$ cat src/rtl/sweep_seq_ctrl.sv
// sweep_seq_ctrl: steps the voltage-ROM address through 0..LAST_ADDR and,
// for every address, sequences DAC write -> settle wait -> ADC conversion ->
// UART transmit using start/done pulse handshakes with the peer blocks.
// Every output is a flop; next-cycle values are decoded from the next state.
module sweep_seq_ctrl #(
  parameter int ADDR_W     = 9,
  parameter int LAST_ADDR  = 309,
  parameter int SETTLE_CYC = 1000,
  parameter int CNT_W      = 16
) (
  input  logic              clk_i,
  input  logic              rst_ni,
  input  logic              start_i,
  input  logic              abort_i,
  output logic [ADDR_W-1:0] addr_o,
  output logic              dac_start_o,
  input  logic              dac_done_i,
  output logic              adc_start_o,
  input  logic              adc_done_i,
  output logic              tx_start_o,
  input  logic              tx_done_i,
  output logic              busy_o,
  output logic              done_o
);

  typedef enum logic [3:0] {
    S_IDLE,
    S_DAC_GO,
    S_DAC_WAIT,
    S_SETTLE,
    S_ADC_GO,
    S_ADC_WAIT,
    S_TX_GO,
    S_TX_WAIT,
    S_STEP,
    S_FIN
  } state_t;

  localparam logic [ADDR_W-1:0] ADDR_LAST = ADDR_W'(LAST_ADDR);
  localparam logic [CNT_W-1:0]  CNT_END   = CNT_W'(SETTLE_CYC - 1);

  state_t            state;
  state_t            state_nx;
  logic [ADDR_W-1:0] addr_nx;
  logic [CNT_W-1:0]  cnt;
  logic [CNT_W-1:0]  cnt_nx;

  // Next-state, next-address and settle-counter decode; abort overrides everything.
  always_comb begin
    state_nx = state;
    addr_nx  = addr_o;
    cnt_nx   = cnt;
    if (abort_i) begin
      state_nx = S_IDLE;
      addr_nx  = '0;
      cnt_nx   = '0;
    end else begin
      unique case (state)
        S_IDLE: begin
          if (start_i) begin
            state_nx = S_DAC_GO;
            addr_nx  = '0;
          end
        end
        S_DAC_GO:   state_nx = S_DAC_WAIT;
        S_DAC_WAIT: begin
          if (dac_done_i) begin
            state_nx = S_SETTLE;
            cnt_nx   = '0;
          end
        end
        S_SETTLE: begin
          // Counter runs 0..SETTLE_CYC-1, so SETTLE lasts exactly SETTLE_CYC cycles.
          if (cnt == CNT_END) state_nx = S_ADC_GO;
          else                cnt_nx   = cnt + CNT_W'(1);
        end
        S_ADC_GO:   state_nx = S_ADC_WAIT;
        S_ADC_WAIT: if (adc_done_i) state_nx = S_TX_GO;
        S_TX_GO:    state_nx = S_TX_WAIT;
        S_TX_WAIT:  if (tx_done_i) state_nx = S_STEP;
        S_STEP: begin
          if (addr_o == ADDR_LAST) begin
            state_nx = S_FIN;
          end else begin
            state_nx = S_DAC_GO;
            addr_nx  = addr_o + ADDR_W'(1);
          end
        end
        S_FIN: begin
          state_nx = S_IDLE;
          addr_nx  = '0;
        end
        default: begin
          state_nx = S_IDLE;
          addr_nx  = '0;
        end
      endcase
    end
  end

  // State register.
  always_ff @(posedge clk_i or negedge rst_ni) begin
    if (!rst_ni) state <= S_IDLE;
    else         state <= state_nx;
  end

  // Registered address, settle counter and outputs, decoded from the next state
  // so each pulse lines up with the cycle its state is occupied.
  always_ff @(posedge clk_i or negedge rst_ni) begin
    if (!rst_ni) begin
      addr_o      <= '0;
      cnt         <= '0;
      dac_start_o <= 1'b0;
      adc_start_o <= 1'b0;
      tx_start_o  <= 1'b0;
      busy_o      <= 1'b0;
      done_o      <= 1'b0;
    end else begin
      addr_o      <= addr_nx;
      cnt         <= cnt_nx;
      dac_start_o <= (state_nx == S_DAC_GO);
      adc_start_o <= (state_nx == S_ADC_GO);
      tx_start_o  <= (state_nx == S_TX_GO);
      busy_o      <= (state_nx != S_IDLE);
      done_o      <= (state_nx == S_FIN);
    end
  end

endmodule

$ cat config.mk
export PLATFORM = sky130hd
export DESIGN_NAME = sweep_seq_ctrl
export DESIGN_NICKNAME = d
export VERILOG_FILES = /design/src/rtl/sweep_seq_ctrl.sv
export SDC_FILE = /design/constraint.sdc
export NUM_CORES = 1
export LEC_CHECK = 0
export ABC_AREA = 1
export CAP_MARGIN = 20
export CELL_PAD_IN_SITES_DETAIL_PLACEMENT = 0
export CELL_PAD_IN_SITES_GLOBAL_PLACEMENT = 2
export CORE_MARGIN = 2
export CORE_UTILIZATION = 35
export DETAILED_ROUTE_END_ITERATION = 7
export PLACE_DENSITY = 0.94
export SYNTH_ARGS = -nofsm -noshare
export SYNTH_HDL_FRONTEND = slang
export SYNTH_SLANG_ARGS = --single-unit
$ cat constraint.sdc
create_clock -name clk_i -period 2.5 [get_ports clk_i]
set_input_delay 0.75 -clock clk_i [delete_from_list [all_inputs] [get_ports clk_i]]
set_output_delay 0.75 -clock clk_i [all_outputs]
set_load 0.1 [all_outputs]
# After elaboration in Yosys (flattened, before gate mapping)

Index checks and enable logic that the tools add are counted.

RAM bits: 0
Bits in registers: 34
Bits in latches: 0
ROM bits: 0
Memories: 0

Divide/modulo/power cells: 0
Shift operators: 0
Magnitude comparators: 0
Multiplexer cells: 16
Eq/ne operators: 19
Reduce and logical (&&, ||, !) cells: 6
Add/subtract/negate cells: 2
Bitwise logic cells: 0
Multiply operators: 0

Operator list:

| cell                                                  | count |
|---|---|
| 2-to-1 mux 16 bit                                     | 3 |
| one-hot mux 4 bit (9 select lines)                    | 1 |
| one-hot mux 16 bit (2 select lines)                   | 1 |
| 2-to-1 mux 4 bit                                      | 7 |
| 2-to-1 mux 9 bit                                      | 3 |
| one-hot mux 9 bit (3 select lines)                    | 1 |
| equality test 4 x 3 -> 1 bit, second input constant   | 6 |
| adder 16 x 1 -> 16 bit, second input constant         | 1 |
| equality test 16 x 10 -> 1 bit, second input constant | 1 |
| inequality test 3 bit, second input constant          | 4 |
| adder 9 x 1 -> 9 bit, second input constant           | 1 |
| equality test 9 bit, second input constant            | 1 |
| equality test 4 x 1 -> 1 bit, second input constant   | 2 |
| equality test 4 x 2 -> 1 bit, second input constant   | 2 |
| equality test 4 bit, second input constant            | 2 |
| OR reduction 7 bit                                    | 1 |
| AND reduction 3 bit                                   | 2 |
| logical NOT 4 bit                                     | 1 |
| nonzero test 4 bit                                    | 1 |
| nonzero test 3 bit                                    | 1 |
| inequality test 2 x 1 -> 1 bit, second input constant | 1 |

# Logic depth before layout (Yosys ltp)

Gate-level depths: netlist (run 1).

Depth in word-level cells: 5
Depth in mapped cells: 11
Gate-level depth less buffers: 11

# Least setup slack after synthesis (run 1)

No wires, ideal clock.

Path kind: register to register
Start: reg addr_o[0]
End: reg addr_o[8]
Cell stages (with the launch flop): 11
Setup slack: 393 ps
Path buffers: 0
Library setup time: 120 ps
Data arrival time: 1,988 ps
Cells stage by stage: dfrtp_1 > ha_1 > nand2_1 > nor2_1 > nand2_1 > nor2_1 > nand2_1 > nand2_1 > nor2_1 > nand3_1 > nand2_1

Longest elaborated chain between the ends: 4
Elaborated cells between the ends (all ways): 7

RTL lines:

| item                               | line | RTL |
|---|---|---|
| start: declaration                 | 15   | `output logic [ADDR_W-1:0] addr_o,` |
| start signal: assignment           | 119  | `addr_o <= addr_nx;` |
| adder 9 x 1 -> 9 bit               | 86   | `addr_nx = addr_o + ADDR_W'(1);` |
| 2-to-1 mux 9 bit                   | 82   | `if (addr_o == ADDR_LAST) begin` |
| one-hot mux 9 bit (3 select lines) | 58   | `unique case (state)` |
| 2-to-1 mux 9 bit                   | 53   | `if (abort_i) begin` |

Parallel ways exist; a longest one is shown, timed or not. The select of a mux whose other input is x is not followed.
A chain may end at the register's enable or synchronous reset.

# Worst setup path after layout (run 1)

Start: reg cnt[0]
End: reg cnt[6]

Longest elaborated chain between the ends: 4
Elaborated cells between the ends (all ways): 7

RTL lines:

| item                                | line | RTL |
|---|---|---|
| start: declaration                  | 45   | `logic [CNT_W-1:0] cnt;` |
| start signal: assignment            | 120  | `cnt <= cnt_nx;` |
| adder 16 x 1 -> 16 bit              | 75   | `else cnt_nx = cnt + CNT_W'(1);` |
| 2-to-1 mux 16 bit                   | 74   | `if (cnt == CNT_END) state_nx = S_ADC_GO;` |
| one-hot mux 16 bit (2 select lines) | 58   |  |
| 2-to-1 mux 16 bit                   | 53   |  |

Parallel ways exist; a longest one is shown, timed or not. The select of a mux whose other input is x is not followed.

==> results of run 1 <==
power groups by stage:
stage | Combinational [W] | Sequential [W] | Clock [W]
after floorplan | 0.0000945 | 0.000618 | 0
after global placement | 0.000187 | 0.000580 | 0
after detailed placement | 0.000188 | 0.000580 | 0
after CTS | 0.000188 | 0.000569 | 0.000541
after global routing | 0.000205 | 0.000570 | 0.000567
final | 0.000186 | 0.000569 | 0.000536
layout make-up:
class	instances	area, µm²	share of cell area, %
multi-input combinational	230	1170	45.8
sequential	34	851	33.2
timing repair buffer	23	183	7.13
inverter	40	150	5.86
tap	75	93.8	3.66
clock buffer	6	82.6	3.22
clock inverter	1	30.0	1.17
through the flow:
step                hold WS (ps)  cells  util [%]  setup slack (ps)  power [W]
floorplan                    454    309         -               393   0.000712
global placement             538    402      40.7               434   0.000767
detailed placement           537    402      40.7               380   0.000768
CTS                          555    409      42.5               583    0.00130
global route                 597    409      42.5               388    0.00134
finish                       536    409      42.5               596    0.00129
layer usage:
layer / vias up / GRT usage [%] / share of wire [%]
li1: 1058 / - / -
met1: 970 / 22.9 / 46
met2: 42 / 28.7 / 48
met3: 9 / 3.17 / 3.9
met4: 0 / 5.72 / 1.4
met5: - / 0 / 0
cell families after synthesis:
logic type | Yosys count
AO/OA/AOI/OAI | 32
XOR/XNOR | 2
adder cells (fa/ha/maj) | 3
buffers and inverters | 45
flip-flops | 34
AND/OR/NAND/NOR | 193
cells in the final DEF (no fill, tap or decap), types with 5 or more instances in the layout:
cell type	count
inv_1	38
clkdlybuf4s50_1	5
nor2_1	38
nand4_1	16
a21oi_1	7
dfrtp_1	34
nor3_1	7
buf_4	17
nand2_2	6
clkbuf_8	6
nand3_1	37
nand2_1	77
o21ai_0	12
sequential cells by signal, indices dropped and copies added, names as in the netlist:
name and cells:
cnt 16, addr_o 9, state 4, adc_start_o 1, busy_o 1, dac_start_o 1, done_o 1, tx_start_o 1
worst max-delay path by stage:
stage / endpoint / cells after the start
after detailed placement: addr_o[5] / 6
after CTS: cnt[6] / 10
final: cnt[6] / 10
after global placement: addr_o[5] / 6
after floorplan: addr_o[8] / 10
after global routing: cnt[6] / 10
==> impl_metrics.py, run 1 <==
metrics = {
    "sta": {
        "setup_viol": 0,
        "finClkSkew_ps": 6.52,
        "finalHoldViolations": 0,
        "slew_violations": 0,
        "max_freq_mhz": 525,
        "final.setup.tns_ps": 0,
        "worst_pin_slew_ps": 807,
        "relSlewSlack_pct": 46.2,
        "rsz0062_at_grt": "false",
        "post-route-period-util_pct": 76.2,
        "fin_crit_ps": 1900,
    },
    "worst_setup_path": {
        "crit_path_top_delay_cell": "dfrtp_1",
        "worst-setup-path-type": "reg2reg",
        "r2r-end": "cnt[6]",
        "cp_top_family": "simple AND/OR/NAND/NOR gates",
        "rrSetupSlack_ps": 600,
        "arrival_ps": 2080,
        "endpoint_kind": "register",
        "cp_num_buf_inv": 1,
        "cpMostUsedCell": "nand2_1",
        "slowest_delay_ps": 420,
        "crit_start": "cnt[0]",
        "r2r-start": "cnt[0]",
        "path_max_fanout": 16,
        "rr_worst_depth": 10,
        "start_kind": "register",
        "cp.required_ps": 2680,
        "path_cells": "ha_1 -> nand2_1 -> inv_1 -> nand2_1 -> nor2_2 -> nand2_1 -> nand2_4 -> nand2_4 -> a21oi_1 -> nor2_1",
    },
    "run_status": {
        "outcome": "completed",
    },
    "floorplanning": {
        "dieArea_um2": 6970,
        "num_rows": 28,
        "start_util_pct": 36.7,
        "dieHeight_um": 83.5,
        "core_area_um2": 6030,
        "ios": 21,
        "die_x_um": 83.5,
    },
    "yosys": {
        "synth_seq_cells": 34,
        "synth.most_common_cell": "nand2_1",
        "synth_fp_nets": 319,
        "synth_edf_count": 0,
        "muxShareOfSynthArea_pct": 0,
        "netlist_top_cells_area": "dfrtp_1 (38%), nand2_1 (13%), nand3_1 (8.4%), inv_1 (6.4%), nor2_1 (6.4%)",
        "synthCells": 309,
        "synth_top_family_by_area": "simple AND/OR/NAND/NOR gates",
        "synth-compound-area-share_pct": 9.45,
        "synth_cell_types": 33,
        "synthSimpleGateAreaFrac_pct": 41.1,
        "async_flop_share_pct": 100,
        "synth_xor_area_share_pct": 0.792,
        "synth-adder-area-share_pct": 1.70,
        "synth_top_area_share_pct": 38.5,
        "yosys_warnings": 0,
        "ys.flop_type": "dfrtp_1",
        "seq_area_frac_synth_pct": 38.5,
        "synth_area_um2": 2210,
        "synth.avg_cell_area_um2": 7.16,
        "netlist_top_cells_count": "nand2_1 (77), inv_1 (38), nor2_1 (38)",
        "yosys.area.top_type": "dfrtp_1",
    },
    "drt": {
        "dr.pass1.iters": 4,
        "drt-wirelength-per-cell_um": 13.7,
        "vias": 2079,
        "drc": 0,
        "wl_um": 5620,
        "drtAntennaViolNets": 0,
        "drtIter0Drc": 156,
        "via_per_inst": 5.08,
    },
    "worst_hold_path": {
        "hp-class": "in2async",
    },
    "pwr": {
        "power_frac_clock_pct": 41.5,
        "pwr-share-comb_pct": 14.4,
        "switching_power_w": 0.000364,
        "seqPwrFrac_pct": 44.1,
        "ir_drop_v": 0.000371,
        "p_leak_nw": 1.26,
        "intPower_w": 0.000928,
        "p_per_area_nw_per_um2": 504,
        "switching_share_pct": 28.2,
    },
    "grt": {
        "grt.total_usage_pct": 17.3,
        "grt_antenna_before_repair": 0,
        "grt_pass1_vias": 2072,
        "grt_max_degree": 35,
        "grt_pass1_wl_um": 9810,
        "grt-ovfl-total": 0,
    },
    "clocking": {
        "insertion_delay_ps": 290,
        "numCtsBuffers": 5,
        "cts-hold-fix-buffers": 0,
        "htreeDepth": 2,
        "cts_root_buf": "clkbuf_8",
        "clock_sinks": 34,
        "cts.clk_slew.worst_paths_ps": 70,
        "post_cts_buffers": 0,
        "cts_tree": "yes",
        "cts_max_path_buffers": 2,
        "ctsResizeCount": 0,
    },
    "cells_and_area": {
        "diodes": 0,
        "layout.nets": 344,
        "fin_area_um2": 2560,
        "fillers": 641,
        "final_layout_size_suffix_gt1_share_pct": 14.4,
        "syn_to_final_growth_pct": 15.8,
    },
    "placed_design": {
        "dp_hpwl_um": 4040,
        "place_congestion": 0.785,
        "dpl_cell_area_um2": 2450,
        "io_buffers": 20,
    },
    "run": {
        "drv_cap": 0,
    },
}
(Power assumes the default switching activity.)
==> run 2, diff against run 1 <==
CORE_UTILIZATION = 33   (was 35)
PLACE_DENSITY = 0.9   (was 0.94)
clock period = 1.9 ns   (was 2.5 ns; I/O delays follow)
==> impl_metrics.py, run 2 (synthesized netlist as in run 1, its figures left out) <==
metrics = {
    "run_status": {
        "outcome": "completed",
    },
    "floorplanning": {
        "dieHeight_um": 85.9,
        "ios": 21,
        "die_x_um": 85.9,
        "num_rows": 29,
        "core_area_um2": 6420,
        "dieArea_um2": 7370,
        "start_util_pct": 34.4,
    },
    "cells_and_area": {
        "reg_top3": "cnt: 16 flops, addr_o: 9 flops, state: 4 flops",
        "diodes": 0,
        "syn_to_final_growth_pct": 25.8,
        "final_layout_size_suffix_gt1_share_pct": 16.7,
        "fin_area_um2": 2780,
        "largest_reg_flops": 16,
        "layout_common_cells": "nand2_1 (77), inv_1 (38), nor2_1 (38)",
        "largest_register": "cnt",
        "final_common_cell": "nand2_1",
        "layout.nets": 351,
        "fin_util_pct": 43.3,
    },
    "worst_setup_path": {
        "worst-setup-path-type": "reg2reg",
        "start_kind": "register",
        "endpoint_kind": "register",
        "arrival_ps": 1800,
        "path_max_fanout": 6,
        "cp.required_ps": 2060,
    },
    "pwr": {
        "p_leak_nw": 1.32,
        "seqPwrFrac_pct": 47.6,
        "p_per_area_nw_per_um2": 569,
        "pwr-share-comb_pct": 17.3,
        "power_frac_clock_pct": 35.2,
        "switching_share_pct": 29.5,
        "switching_power_w": 0.000467,
        "ir_drop_v": 0.000492,
        "intPower_w": 0.00112,
    },
    "clocking": {
        "clock_sinks": 34,
        "cts.clk_slew.worst_paths_ps": 70,
        "post_cts_buffers": 0,
        "cts_root_buf": "clkbuf_8",
        "ctsResizeCount": 0,
        "cts-hold-fix-buffers": 0,
        "htreeDepth": 2,
        "insertion_delay_ps": 280,
        "numCtsBuffers": 5,
        "cts_max_path_buffers": 2,
        "cts_tree": "yes",
    },
    "sta": {
        "slew_violations": 0,
        "finClkSkew_ps": 10.0,
        "fin_crit_ps": 1640,
        "setup_viol": 0,
        "rsz0062_at_grt": "false",
        "max_freq_mhz": 611,
        "relSlewSlack_pct": 68.7,
        "final.setup.tns_ps": 0,
        "finalHoldViolations": 0,
        "worst_pin_slew_ps": 470,
        "post-route-period-util_pct": 86.2,
    },
    "placed_design": {
        "dpl_cell_area_um2": 2700,
        "dp_hpwl_um": 4290,
        "io_buffers": 20,
        "place_congestion": 0.798,
    },
    "drt": {
        "drc": 0,
        "vias": 2063,
        "via_per_inst": 4.94,
        "wl_um": 5760,
        "dr.pass1.iters": 4,
        "drt-wirelength-per-cell_um": 13.8,
        "drtAntennaViolNets": 0,
        "drtIter0Drc": 143,
    },
    "grt": {
        "grt.total_usage_pct": 17.3,
        "grt_pass1_vias": 2102,
        "grt-ovfl-total": 0,
        "grt_antenna_before_repair": 0,
        "grt_pass1_wl_um": 10100,
        "grt_max_degree": 23,
    },
    "run": {
        "drv_cap": 0,
    },
    "worst_hold_path": {
        "hp-class": "in2async",
    },
}
[run 2: area by class of cell]
class | instances | area [µm²]
inverters | 40 | 150
well taps | 77 | 96.3
clock buffers | 7 | 86.3
fillers | 684 | 3640
flip-flops and latches | 34 | 855
repair buffers | 30 | 423
multi-input cells | 230 | 1170
[run 2: power by group through the flow]
stage / Clock, W / Combinational [W] / Sequential, W
6_report: 0.000557 / 0.000273 / 0.000753
4_1_cts: 0.000571 / 0.000276 / 0.000753
3_5_place_dp: 0 / 0.000277 / 0.000767
2_1_floorplan: 0 / 0.000124 / 0.000813
5_1_grt: 0.000603 / 0.000298 / 0.000754
3_3_place_gp: 0 / 0.000274 / 0.000768
[run 2: worst paths after layout]
check	end	start	slack, ps	cells after the start
min in group clk_i	cnt[15]	cnt[15]	570	2
worst max-delay path	cnt[5]	cnt[0]	260	10
worst max register to register	cnt[5]	cnt[0]	260	10
worst min-delay path	addr_o[6]	rst_ni	240	1
max in group asynchronous	state[3]	rst_ni	1160	2
worst min register to register	cnt[15]	cnt[15]	570	2
[run 2: metrics by stage]
stage	std cells	hold slack [ps]	power, W	setup slack, ps
4_1_cts	418	254	0.00160	240
3_3_place_gp	411	534	0.00104	54.6
6_report	418	235	0.00158	263
2_1_floorplan	309	274	0.000937	0.304
5_1_grt	418	264	0.00166	69.3
3_5_place_dp	411	547	0.00104	17.4
[run 2: critical path, cell delays in order (launching register included)]
cell,delay [ps]
dfrtp_1,430
ha_1,230
nand2_1,110
inv_1,50
nand2_1,60
nor2_2,50
nand2_1,90
nand2_4,90
buf_4,170
o21ai_0,190
a21oi_2,50
[run 2: metal layers]
| layer | GRT usage, % | up-vias | part of all wire (%) |
|---|---|---|---|
| met2 | 27.7 | 29 | 48 |
| met3 | 3.18 | 2 | 2.9 |
| li1 | - | 1069 | - |
| met4 | 4.47 | 0 | 0.24 |
| met5 | 0 | - | 0 |
| met1 | 24.0 | 963 | 49 |
